===== src/rtl/uio_bus_responder.sv =====
// uio_bus_responder: byte-wide four-register responder on the Tiny Tapeout pins.
// The host runs a 4-phase req/ack handshake on ui_in; reads are driven onto
// uio_out with uio_oe = 0xFF, and the bus is released after a turnaround cycle.
// Optional feature macro: UIO_RESP_TIMEOUT_EN (abort a stuck ACK after
// TIMEOUT_CYCLES cycles and raise a sticky error flag on uo_out[2]).
module uio_bus_responder #(
  parameter int TIMEOUT_CYCLES = 256
) (
  input  logic       clk,
  input  logic       rst,
  input  logic [7:0] ui_in,
  input  logic [7:0] uio_in,
  output logic [7:0] uio_out,
  output logic [7:0] uio_oe,
  output logic [7:0] uo_out
);

  typedef enum logic [1:0] {
    IDLE       = 2'd0,
    CAPTURE    = 2'd1,
    ACK        = 2'd2,
    TURNAROUND = 2'd3
  } state_t;

  state_t      state_reg, state_next;
  logic        s1_reg, s2_reg, s3_reg;
  logic        rise;
  logic [1:0]  addr_reg;
  logic        we_reg;
  logic [7:0]  data_reg;
  logic [7:0]  regs [4];
  logic [3:0]  wr_sel;
  logic [7:0]  uio_out_reg, uio_oe_reg;
  logic        ack_reg;
  logic [4:0]  count_reg;
  logic        err_reg;
  logic        tmo_hit;
  logic        busy;
  logic        unused_ui;

  // Upper ui_in bits carry nothing for this block.
  assign unused_ui = ^ui_in[7:4];

  // Synchronise req; flops preset to 1 so a req held through reset never looks like a rise.
  always_ff @(posedge clk) begin
    if (rst) begin
      s1_reg <= 1'b1;
      s2_reg <= 1'b1;
      s3_reg <= 1'b1;
    end else begin
      s1_reg <= ui_in[0];
      s2_reg <= s1_reg;
      s3_reg <= s2_reg;
    end
  end

  assign rise = s2_reg & ~s3_reg;

  // State register.
  always_ff @(posedge clk) begin
    if (rst) state_reg <= IDLE;
    else     state_reg <= state_next;
  end

  // Next-state logic for the handshake.
  always_comb begin
    state_next = state_reg;
    case (state_reg)
      IDLE:       if (rise) state_next = CAPTURE;
      CAPTURE:    state_next = ACK;
      ACK:        if (!s2_reg) state_next = we_reg ? IDLE : TURNAROUND;
      TURNAROUND: state_next = IDLE;
      default:    state_next = IDLE;
    endcase
  end

  // One write strobe per register, active in CAPTURE for a write to that address.
  for (genvar gi = 0; gi < 4; gi++) begin : g_wr_sel
    assign wr_sel[gi] = (state_reg == CAPTURE) && we_reg && (addr_reg == 2'(gi));
  end

  // Register file.
  always_ff @(posedge clk) begin
    if (rst) begin
      for (int i = 0; i < 4; i++) regs[i] <= '0;
    end else begin
      for (int i = 0; i < 4; i++) begin
        if (wr_sel[i]) regs[i] <= data_reg;
      end
    end
  end

  // Request latch, read-data drive, ack and transaction count.
  always_ff @(posedge clk) begin
    if (rst) begin
      addr_reg    <= '0;
      we_reg      <= 1'b0;
      data_reg    <= '0;
      uio_out_reg <= '0;
      uio_oe_reg  <= '0;
      ack_reg     <= 1'b0;
      count_reg   <= '0;
    end else begin
      case (state_reg)
        IDLE: begin
          if (rise) begin
            addr_reg <= ui_in[3:2];
            we_reg   <= ui_in[1];
            data_reg <= uio_in;
          end
        end
        CAPTURE: begin
          if (!we_reg) begin
            uio_out_reg <= regs[addr_reg];
            uio_oe_reg  <= 8'hFF;
          end
          ack_reg   <= 1'b1;
          count_reg <= count_reg + 5'd1;
        end
        ACK: begin
          if (!s2_reg || tmo_hit) ack_reg <= 1'b0;
        end
        TURNAROUND: begin
          uio_oe_reg  <= 8'h00;
          uio_out_reg <= 8'h00;
        end
        default: ;
      endcase
    end
  end

`ifdef UIO_RESP_TIMEOUT_EN
  localparam int TW = $clog2(TIMEOUT_CYCLES + 1);
  logic [TW-1:0] tmo_cnt_reg;

  assign tmo_hit = (state_reg == ACK) && ack_reg && s2_reg &&
                   (tmo_cnt_reg == TW'(TIMEOUT_CYCLES - 1));

  // Count cycles spent acknowledging; the error flag stays set until reset.
  always_ff @(posedge clk) begin
    if (rst) begin
      tmo_cnt_reg <= '0;
      err_reg     <= 1'b0;
    end else if (state_reg == CAPTURE) begin
      tmo_cnt_reg <= '0;
    end else if ((state_reg == ACK) && ack_reg && s2_reg) begin
      if (tmo_hit) err_reg <= 1'b1;
      else         tmo_cnt_reg <= tmo_cnt_reg + 1'b1;
    end
  end
`else
  logic unused_tmo;
  assign tmo_hit    = 1'b0;
  assign err_reg    = 1'b0;
  assign unused_tmo = (TIMEOUT_CYCLES > 0);
`endif

  // Output assembly: status byte and bus drive.
  always_comb begin
    busy    = (state_reg != IDLE);
    uo_out  = {count_reg, err_reg, busy, ack_reg};
    uio_out = uio_out_reg;
    uio_oe  = uio_oe_reg;
  end

endmodule


===== config.mk =====
export PLATFORM = sky130hd
export DESIGN_NAME = uio_bus_responder
export DESIGN_NICKNAME = d
export VERILOG_FILES = /design/src/rtl/uio_bus_responder.sv
export SDC_FILE = /design/constraint.sdc
export NUM_CORES = 1
export LEC_CHECK = 0
export CORE_MARGIN = 3
export CORE_UTILIZATION = 56
export CTS_BUF_LIST = sky130_fd_sc_hd__clkbuf_8
export DETAILED_ROUTE_END_ITERATION = 12
export PLACE_DENSITY = 0.79
export SYNTH_ARGS = -nofsm -noshare
export SYNTH_HDL_FRONTEND = slang
export SYNTH_SLANG_ARGS = --single-unit
export TNS_END_PERCENT = 10

===== constraint.sdc =====
create_clock -name clk -period 2.6 [get_ports clk]
set_input_delay 0.52 -clock clk [delete_from_list [all_inputs] [get_ports clk]]
set_output_delay 0.52 -clock clk [all_outputs]
set_load 0.005 [all_outputs]

# After elaboration in Yosys (flattened, before gate mapping)
# Memory sizes are Yosys's and may differ from the RTL's. A register that Yosys moved wholly into a read port is not among the register bits.
# Index checks and enable logic that the tools add are counted.
# W data, S select, Z words.
totals:
  register_bits: 38
  ram_bits: 32
  n_memories: 1
classes:
  bitwise_logic: 6
  eq_ne: 9
  addsub: 1
  mux: 30
  reduce_logical: 14
mem_list:
  columns: ["memory", "depth", "word_bits", "read_ports", "rd_clocked_by_memory_dff", "write_ports", "line_no", "source"]
  rows:
  - ["regs", 4, 8, 1, 1, 4, "31", "logic [7:0] regs [4];"]
ops:
  columns: ["cell", "n"]
  rows:
  - ["$mux W8", 6]
  - ["$pmux W8 S2", 2]
  - ["$mux W1", 15]
  - ["$mux W2", 5]
  - ["$eq A2 B2 Y1 const B", 4]
  - ["$pmux W2 S4", 1]
  - ["$reduce_and A2 Y1", 4]
  - ["$ne A2 B2 Y1 const B", 3]
  - ["$reduce_bool A2 Y1", 3]
  - ["$add A5 B1 Y5 const B", 1]
  - ["$logic_and A1 B1 Y1", 5]
  - ["$eq A2 B1 Y1 const B", 2]
  - ["$logic_not A2 Y1", 2]
  - ["$or A1 B1 Y1", 4]
  - ["$pmux W1 S2", 1]
  - ["$and A1 B1 Y1", 1]
  - ["$not A1 Y1", 1]

# Depth between registers and ports, before layout
# Gate-level depths: netlist of the first run.
depth:
  depth_word: 7
  depth_mapped: 6

# Worst setup path after synthesis of the first run
# No wires, ideal clock.
synth_timing:
  kind: "register -> register"
  from: "reg state_reg[1]"
  to: "mem regs[0][0] (enable)"
  stages_incl_launch_ff: 5
  setup_time_ns: 0.384
  required_time_ns: 2.216
  path_slack_ns: 0.771
  arrival_ns: 1.445
  path_cell_list: "dfxtp_1 -> inv_1 -> ha_1 -> nand3b_2 -> o21ai_0"
synth_rtl:
  columns: ["item", "line_no", "source"]
  rows:
  - ["from (decl)", "25", "state_t state_reg, state_next;"]
  - ["from (signal assigned)", "62", "else state_reg <= state_next;"]
  - ["to (decl)", "31", null]

# Final worst setup path of the first run
layout_timing:
  from: "reg state_reg[0]"
  to: "out uo_out[1]"
layout_via:
  elab_chain_cells: 1
layout_lines:
  columns: ["item", "line_no", "source"]
  rows:
  - ["$reduce_bool A2 Y1", "160", "busy = (state_reg != IDLE);"]
  - ["to (decl)", "15", "output logic [7:0] uo_out"]
# No other way between the ends.

==> impl_metrics.py, run 1 <==
metrics = {
    "power_and_ir_drop": {
        "p_per_area_nw_per_um2": 764.0,
        "p_leak_nw": 1.349,
        "ir_drop_v": 0.0004454,
    },
    "critical_path": {
        "cp_cell_sequence": "inv_1 -> ha_1 -> inv_1 -> clkdlybuf4s50_1",
        "cpMostUsedCell": "inv_1",
        "path_buf_inv": 3,
        "endpoint": "uo_out[1]",
        "worstReg2RegEnd": "regs[0][5]",
        "worstSetupEndpointType": "primary output",
        "cp.arrival_ps": 1660,
        "startpoint": "state_reg[0]",
        "rr_startpoint": "state_reg[1]",
        "required_ps": 2080,
        "start_kind": "register",
        "crit_cells": 4,
        "criticalPathCategory": "reg -> out",
        "cp_slowest_cell": "clkdlybuf4s50_1",
        "cpPeakStageDelay_ps": 490,
        "crit_family": "buffers and inverters",
        "r2r_setup_slack_ps": 560,
        "rr_worst_depth": 5,
        "cp_max_fo": 5,
    },
    "routing": {
        "drtIter0Drc": 73,
        "vias_per_cell": 5.138,
        "ant_nets": 0,
        "drc": 0,
        "drt-total-wl_mm": 5.100,
        "num_vias": 1783,
        "wl_per_cell_um": 14.70,
        "drt_first_pass_iters": 4,
    },
    "timing": {
        "slew_violations": 0,
        "fin_skew_ps": 11.32,
        "setup-tns-final_ps": 0,
        "tightest_slew_ps": 705.6,
        "rsz0062_at_grt": "false",
        "setup_violations": 0,
        "fin_crit_ps": 2184,
        "hold_viol_final": 0,
        "fin_crit_sh": 0.8399,
        "max-slew-margin-rel": 0.5282,
        "setup_ws_ps": 416.4,
        "clock.fmax_mhz": 458.0,
    },
    "clocking": {
        "cts.sinks": 65,
        "cts-resized-gates": 0,
        "hold_buffers": 0,
        "clk_latency_ps": 330,
        "cts_tree": "done",
        "cts_max_level": 3,
        "clockBufferDepth": 2,
        "post_cts.repair.setup_buffers": 0,
        "clockRootBuffer": "clkbuf_8",
        "numCtsBuffers": 9,
        "clkTransAtPathRegs_ps": 70,
    },
    "placed_design": {
        "place_ws_ps": 355.3,
        "port_buffers": 36,
        "place_congestion": 0.8072,
        "dpl.hpwl_mm": 3.576,
    },
    "synth": {
        "ys_top_cells_by_count": "and2_1 (33), dfxtp_1 (33), edfxtp_1 (32), inv_1 (20), nor2_1 (18)",
        "synth_top_area_cell": "edfxtp_1",
        "syn_inst": 240,
        "yosysWarnings": 0,
        "synth.avg_cell_area_um2": 11.93,
        "synth-edff-count": 32,
        "synthFlopType": "dfxtp_1",
        "ys_types": 38,
        "syn-num-nets": 264,
        "yosys_register_bits": 65,
        "yosysTopAreaCellShare": 0.3357,
        "yosysSeqAreaShare": 0.5664,
        "synthArstFlopShare": 0,
        "yosys-top-cells-area": "edfxtp_1 (34%), dfxtp_1 (23%), and2_1 (7.2%), mux4_2 (4.7%), mux2i_1 (4.2%)",
        "syn_area_um2": 2863,
    },
    "run": {
        "drv_cap": 0,
    },
    "floorplan": {
        "initial_core_util": 0.5943,
        "die-area_um2": 6006,
        "chipWidth_um": 77.50,
        "ios": 42,
        "core_area_um2": 4817,
        "die_h_um": 77.50,
        "core.rowCount": 25,
    },
    "min_path": {
        "min_path_type": "reg -> reg",
    },
    "global_routing": {
        "grt_max_degree": 17,
        "grt_pass1_vias": 1696,
        "grt_antenna_before_repair": 0,
        "track_usage": 0.1855,
        "grt.overflow.total": 0,
        "grt_pass1_wl_mm": 8.376,
    },
    "final_layout": {
        "diodes": 0,
        "largest_register_ffs": 32,
        "layout.nets": 299,
        "layout-drive-gt1-share": 0.1464,
        "area_growth_pct": 19.97,
    },
    "outcome": {
        "status": "completed",
    },
}
==> worst reg2reg max path: cells and delay by family (launching register included) <==
kind | cells | cell delay [ps]
AND/OR/NAND/NOR | 3 | 890
adder cells (fa/ha/maj) | 1 | 540
flip-flops | 1 | 360
buffers and inverters | 1 | 110
==> area by class of cell <==
cell class                 instances  area [um^2]
clock buffer                      12        165.2
clock inverter                     4        42.54
fill                             353         1383
inverter                          20        75.07
multi-input combinational        136         1033
sequential                        65         1622
tap                               67        83.83
timing repair buffer              43        412.9
==> cell usage in the layout, fill, tap and decap left out, types with 3 or more instances in the layout <==
cell type / instances
o21ai_0: 7
mux2i_1: 12
mux4_2: 6
a21oi_1: 5
and2_1: 33
nand3_1: 3
ha_1: 6
buf_4: 7
clkbuf_8: 12
inv_1: 22
or2_2: 3
xor2_1: 3
clkdlybuf4s50_1: 36
dfxtp_1: 33
o32ai_1: 6
nand2_1: 5
edfxtp_1: 32
mux2_2: 4
nor2_1: 18
==> stage by stage <==
step	hold WS, ps	cells	util	total power, mW	instance area [um^2]
after floorplan	389.5	240	-	1.587	2863
after global placement	403.0	331	0.6699	1.761	3227
after detailed placement	420.5	331	0.6699	1.779	3227
after CTS	437.3	347	0.7130	2.644	3435
after global routing	449.8	347	0.7130	2.754	3435
final	423.2	347	0.7130	2.624	3435
==> worst min path at each step <==
stage	slack [ps]	from	cells after the start	endpoint
after detailed placement	420	s1_reg	1	s2_reg
after CTS	440	s1_reg	1	s2_reg
after floorplan	390	s1_reg	1	s2_reg
final	420	s1_reg	1	s2_reg
after global routing	450	s1_reg	1	s2_reg
after global placement	400	s1_reg	1	s2_reg
==> power breakdown <==
part	total, mW	switching (mW)	leakage [nW]	internal, mW
sequential	1.23	0.0690	0.599	1.16
clock	0.870	0.357	0.115	0.513
combinational	0.528	0.229	0.635	0.300
==> routing by layer <==
layer / vias to the layer above / wire length (um) / global-route usage
met2: 41 / 2547 / 0.3022
met4: 0 / 90 / 0.07117
met3: 7 / 196 / 0.05800
met5: - / 0 / 0
met1: 845 / 2266 / 0.2313
li1: 890 / - / -
==> cells by family after synthesis <==
family | synth area share
AND/OR/NAND/NOR | 0.1508
flip-flops | 0.5664
buffers and inverters | 0.07255
AO/OA/AOI/OAI | 0.06556
multiplexers | 0.1049
adder cells (fa/ha/maj) | 0.02622
XOR/XNOR | 0.01224
other | 0.001310
Note: power is estimated with default switching activity, not from simulation.
==> inputs of run 2 (changes only) <==
Clock period 2.6 ns to 2.03 ns, I/O delays scaled along.
==> run 2 against run 1 <==
Compared with the run above:
- register-to-register slack got worse by 360 ps
- sequential power increased by 28%
- non-clock buffer count increased by 5
- power increased by 21%
- global-route usage increased by 0.15 points
- critical path type unchanged
- via count decreased by 0.34%
- core utilization decreased by 0.078 points
- cell count increased by 1.4%
- cell area decreased by 0.11%
- routed wire length decreased by 2.4%
==> impl_metrics.py, run 2 (synthesis results as in run 1) <==
metrics = {
    "timing": {
        "slew_violations": 0,
        "setup-tns-final_ps": 0,
        "fin_skew_ps": 4.107,
        "fin_crit_sh": 0.9489,
        "hold_viol_final": 0,
        "fin_crit_ps": 1926,
        "setup_violations": 0,
        "clock.fmax_mhz": 519.1,
        "whs_ps": 417.9,
        "tightest_slew_ps": 554.1,
        "max-slew-margin-rel": 0.6301,
        "rsz0062_at_grt": "false",
    },
    "floorplan": {
        "die-area_um2": 6006,
        "initial_core_util": 0.5943,
        "ios": 42,
        "core.rowCount": 25,
        "core_area_um2": 4817,
        "chipWidth_um": 77.50,
        "die_h_um": 77.50,
    },
    "global_routing": {
        "grt_pass1_vias": 1719,
        "grtUsageMet3": 0.05104,
        "grt_max_degree": 18,
        "gr-usage-met1": 0.2298,
        "top_usage_layer": "met2",
        "groute.layer.met2.usage": 0.3048,
        "track_usage": 0.1870,
        "grt.overflow.total": 0,
        "grt_antenna_before_repair": 0,
        "grt_pass1_wl_mm": 8.431,
    },
    "final_layout": {
        "layout-drive-gt1-share": 0.1649,
        "largest_register_ffs": 32,
        "final_cell_mix": "clkdlybuf4s50_1 (36), and2_1 (33), edfxtp_1 (32)",
        "layout.nets": 304,
        "area_growth_pct": 19.84,
        "layout_commonest_cell": "clkdlybuf4s50_1",
        "diodes": 0,
    },
    "clocking": {
        "cts.sinks": 65,
        "clk_latency_ps": 330,
        "clkTransAtPathRegs_ps": 60,
        "clockBufferDepth": 2,
        "clockRootBuffer": "clkbuf_8",
        "post_cts.repair.setup_buffers": 0,
        "cts_max_level": 3,
        "cts_tree": "done",
        "numCtsBuffers": 9,
    },
    "critical_path": {
        "cp_slowest_cell": "clkdlybuf4s50_1",
        "r2r_setup_slack_ps": 200,
        "cp_cell_sequence": "inv_1 -> ha_2 -> inv_1 -> clkdlybuf4s50_1",
        "start_kind": "register",
        "crit_family": "buffers and inverters",
        "cp.arrival_ps": 1520,
        "path_buf_inv": 3,
        "cpMostUsedCell": "inv_1",
        "required_ps": 1620,
        "worstSetupEndpointType": "primary output",
        "cp_max_fo": 5,
        "criticalPathCategory": "reg -> out",
        "cpPeakStageDelay_ps": 480,
    },
    "power_and_ir_drop": {
        "ir_drop_v": 0.0005082,
        "pwr-share-seq": 0.496,
        "p_per_area_nw_per_um2": 923.1,
        "p_switching_mw": 0.8279,
        "p_clk_frac": 0.284,
        "p_leak_nw": 1.361,
        "p_sw_frac": 0.2614,
        "combPwrFrac": 0.220,
        "p_int_mw": 2.339,
    },
    "routing": {
        "drt_first_pass_iters": 4,
        "ant_nets": 0,
        "drc": 0,
        "drt-total-wl_mm": 4.979,
        "wl_per_cell_um": 14.14,
        "vias_per_cell": 5.048,
        "drtIter0Drc": 98,
        "num_vias": 1777,
    },
    "run": {
        "drv_cap": 0,
    },
    "min_path": {
        "min_path_type": "reg -> reg",
    },
    "outcome": {
        "status": "completed",
    },
    "placed_design": {
        "place_congestion": 0.7898,
        "dpl.hpwl_mm": 3.459,
        "port_buffers": 36,
    },
}
run 2: cell count changes in the layout (fill, tap and decap cells not counted):
cell | previous run | this run
ha_1 | 6 | 5
inv_1 | 22 | 24
clkbuf_8 | 12 | 10
buf_4 | 7 | 12
bufinv_16 | 1 | 0
inv_2 | 0 | 1
dfxtp_1 | 33 | 31
ha_2 | 0 | 1
dfxtp_2 | 0 | 2
run 2: stage by stage:
| step | power (mW) | cells | setup slack, ps | utilization | cell area [um^2] |
|---|---|---|---|---|---|
| finish | 3.167 | 352 | 103.8 | 0.7122 | 3431 |
| global route | 3.339 | 352 | 11.23 | 0.7122 | 3431 |
| CTS | 3.190 | 352 | 25.10 | 0.7117 | 3428 |
| detailed placement | 2.283 | 336 | 109.1 | 0.6777 | 3264 |
| global placement | 2.271 | 336 | 130.6 | 0.6777 | 3264 |
| floorplan | 2.033 | 240 | 201.4 | - | 2863 |
run 2: final timing paths:
check,end,start,depth (start not counted)
setup / recovery,uo_out[1],state_reg[1],4
hold / removal,s2_reg,s1_reg,1
setup reg to reg,regs[2][3],state_reg[1],5
hold reg to reg,s2_reg,s1_reg,1
run 2: per-layer routing:
metal	share of wire	routed length (um)	vias to the layer above
li1	-	-	899
met1	0.46	2269	828
met2	0.47	2338	42
met3	0.054	271	8
met4	0.020	99	0
met5	0	0	-
run 2: cell type report:
type | count | area (um^2)
multi-input combinational | 136 | 1036
tap | 67 | 83.83
clock inverter | 6 | 23.77
fill | 356 | 1386
timing repair buffer | 48 | 450.4
clock buffer | 10 | 137.6
sequential | 65 | 1624
inverter | 20 | 75.07
run 2: timing repair:
| action | CTS | global route |
|---|---|---|
| endpoints found under the setup margin | 1 | 1 |
| hold buffers | 0 | 0 |
| resized for setup | 1 | 3 |
run 2: worst register-to-register path, stage by stage (launching register included):
cell and delay [ps]:
dfxtp_2 340, inv_1 100, ha_1 420, nand3_2 180
o21ai_0 290, buf_4 210
run 2: power by group through the flow:
stage	Sequential, mW	Clock (mW)	Combinational [mW]
floorplan	1.58	0	0.453
global placement	1.59	0	0.681
detailed placement	1.60	0	0.686
CTS	1.57	0.925	0.697
global route	1.59	0.984	0.763
finish	1.57	0.900	0.696
==> inputs of run 3 (changes only) <==
Settings changed: CAP_MARGIN set to 20.
==> results of run 3 <==
Final layout, timing and power as in run 2 (identical DEF).
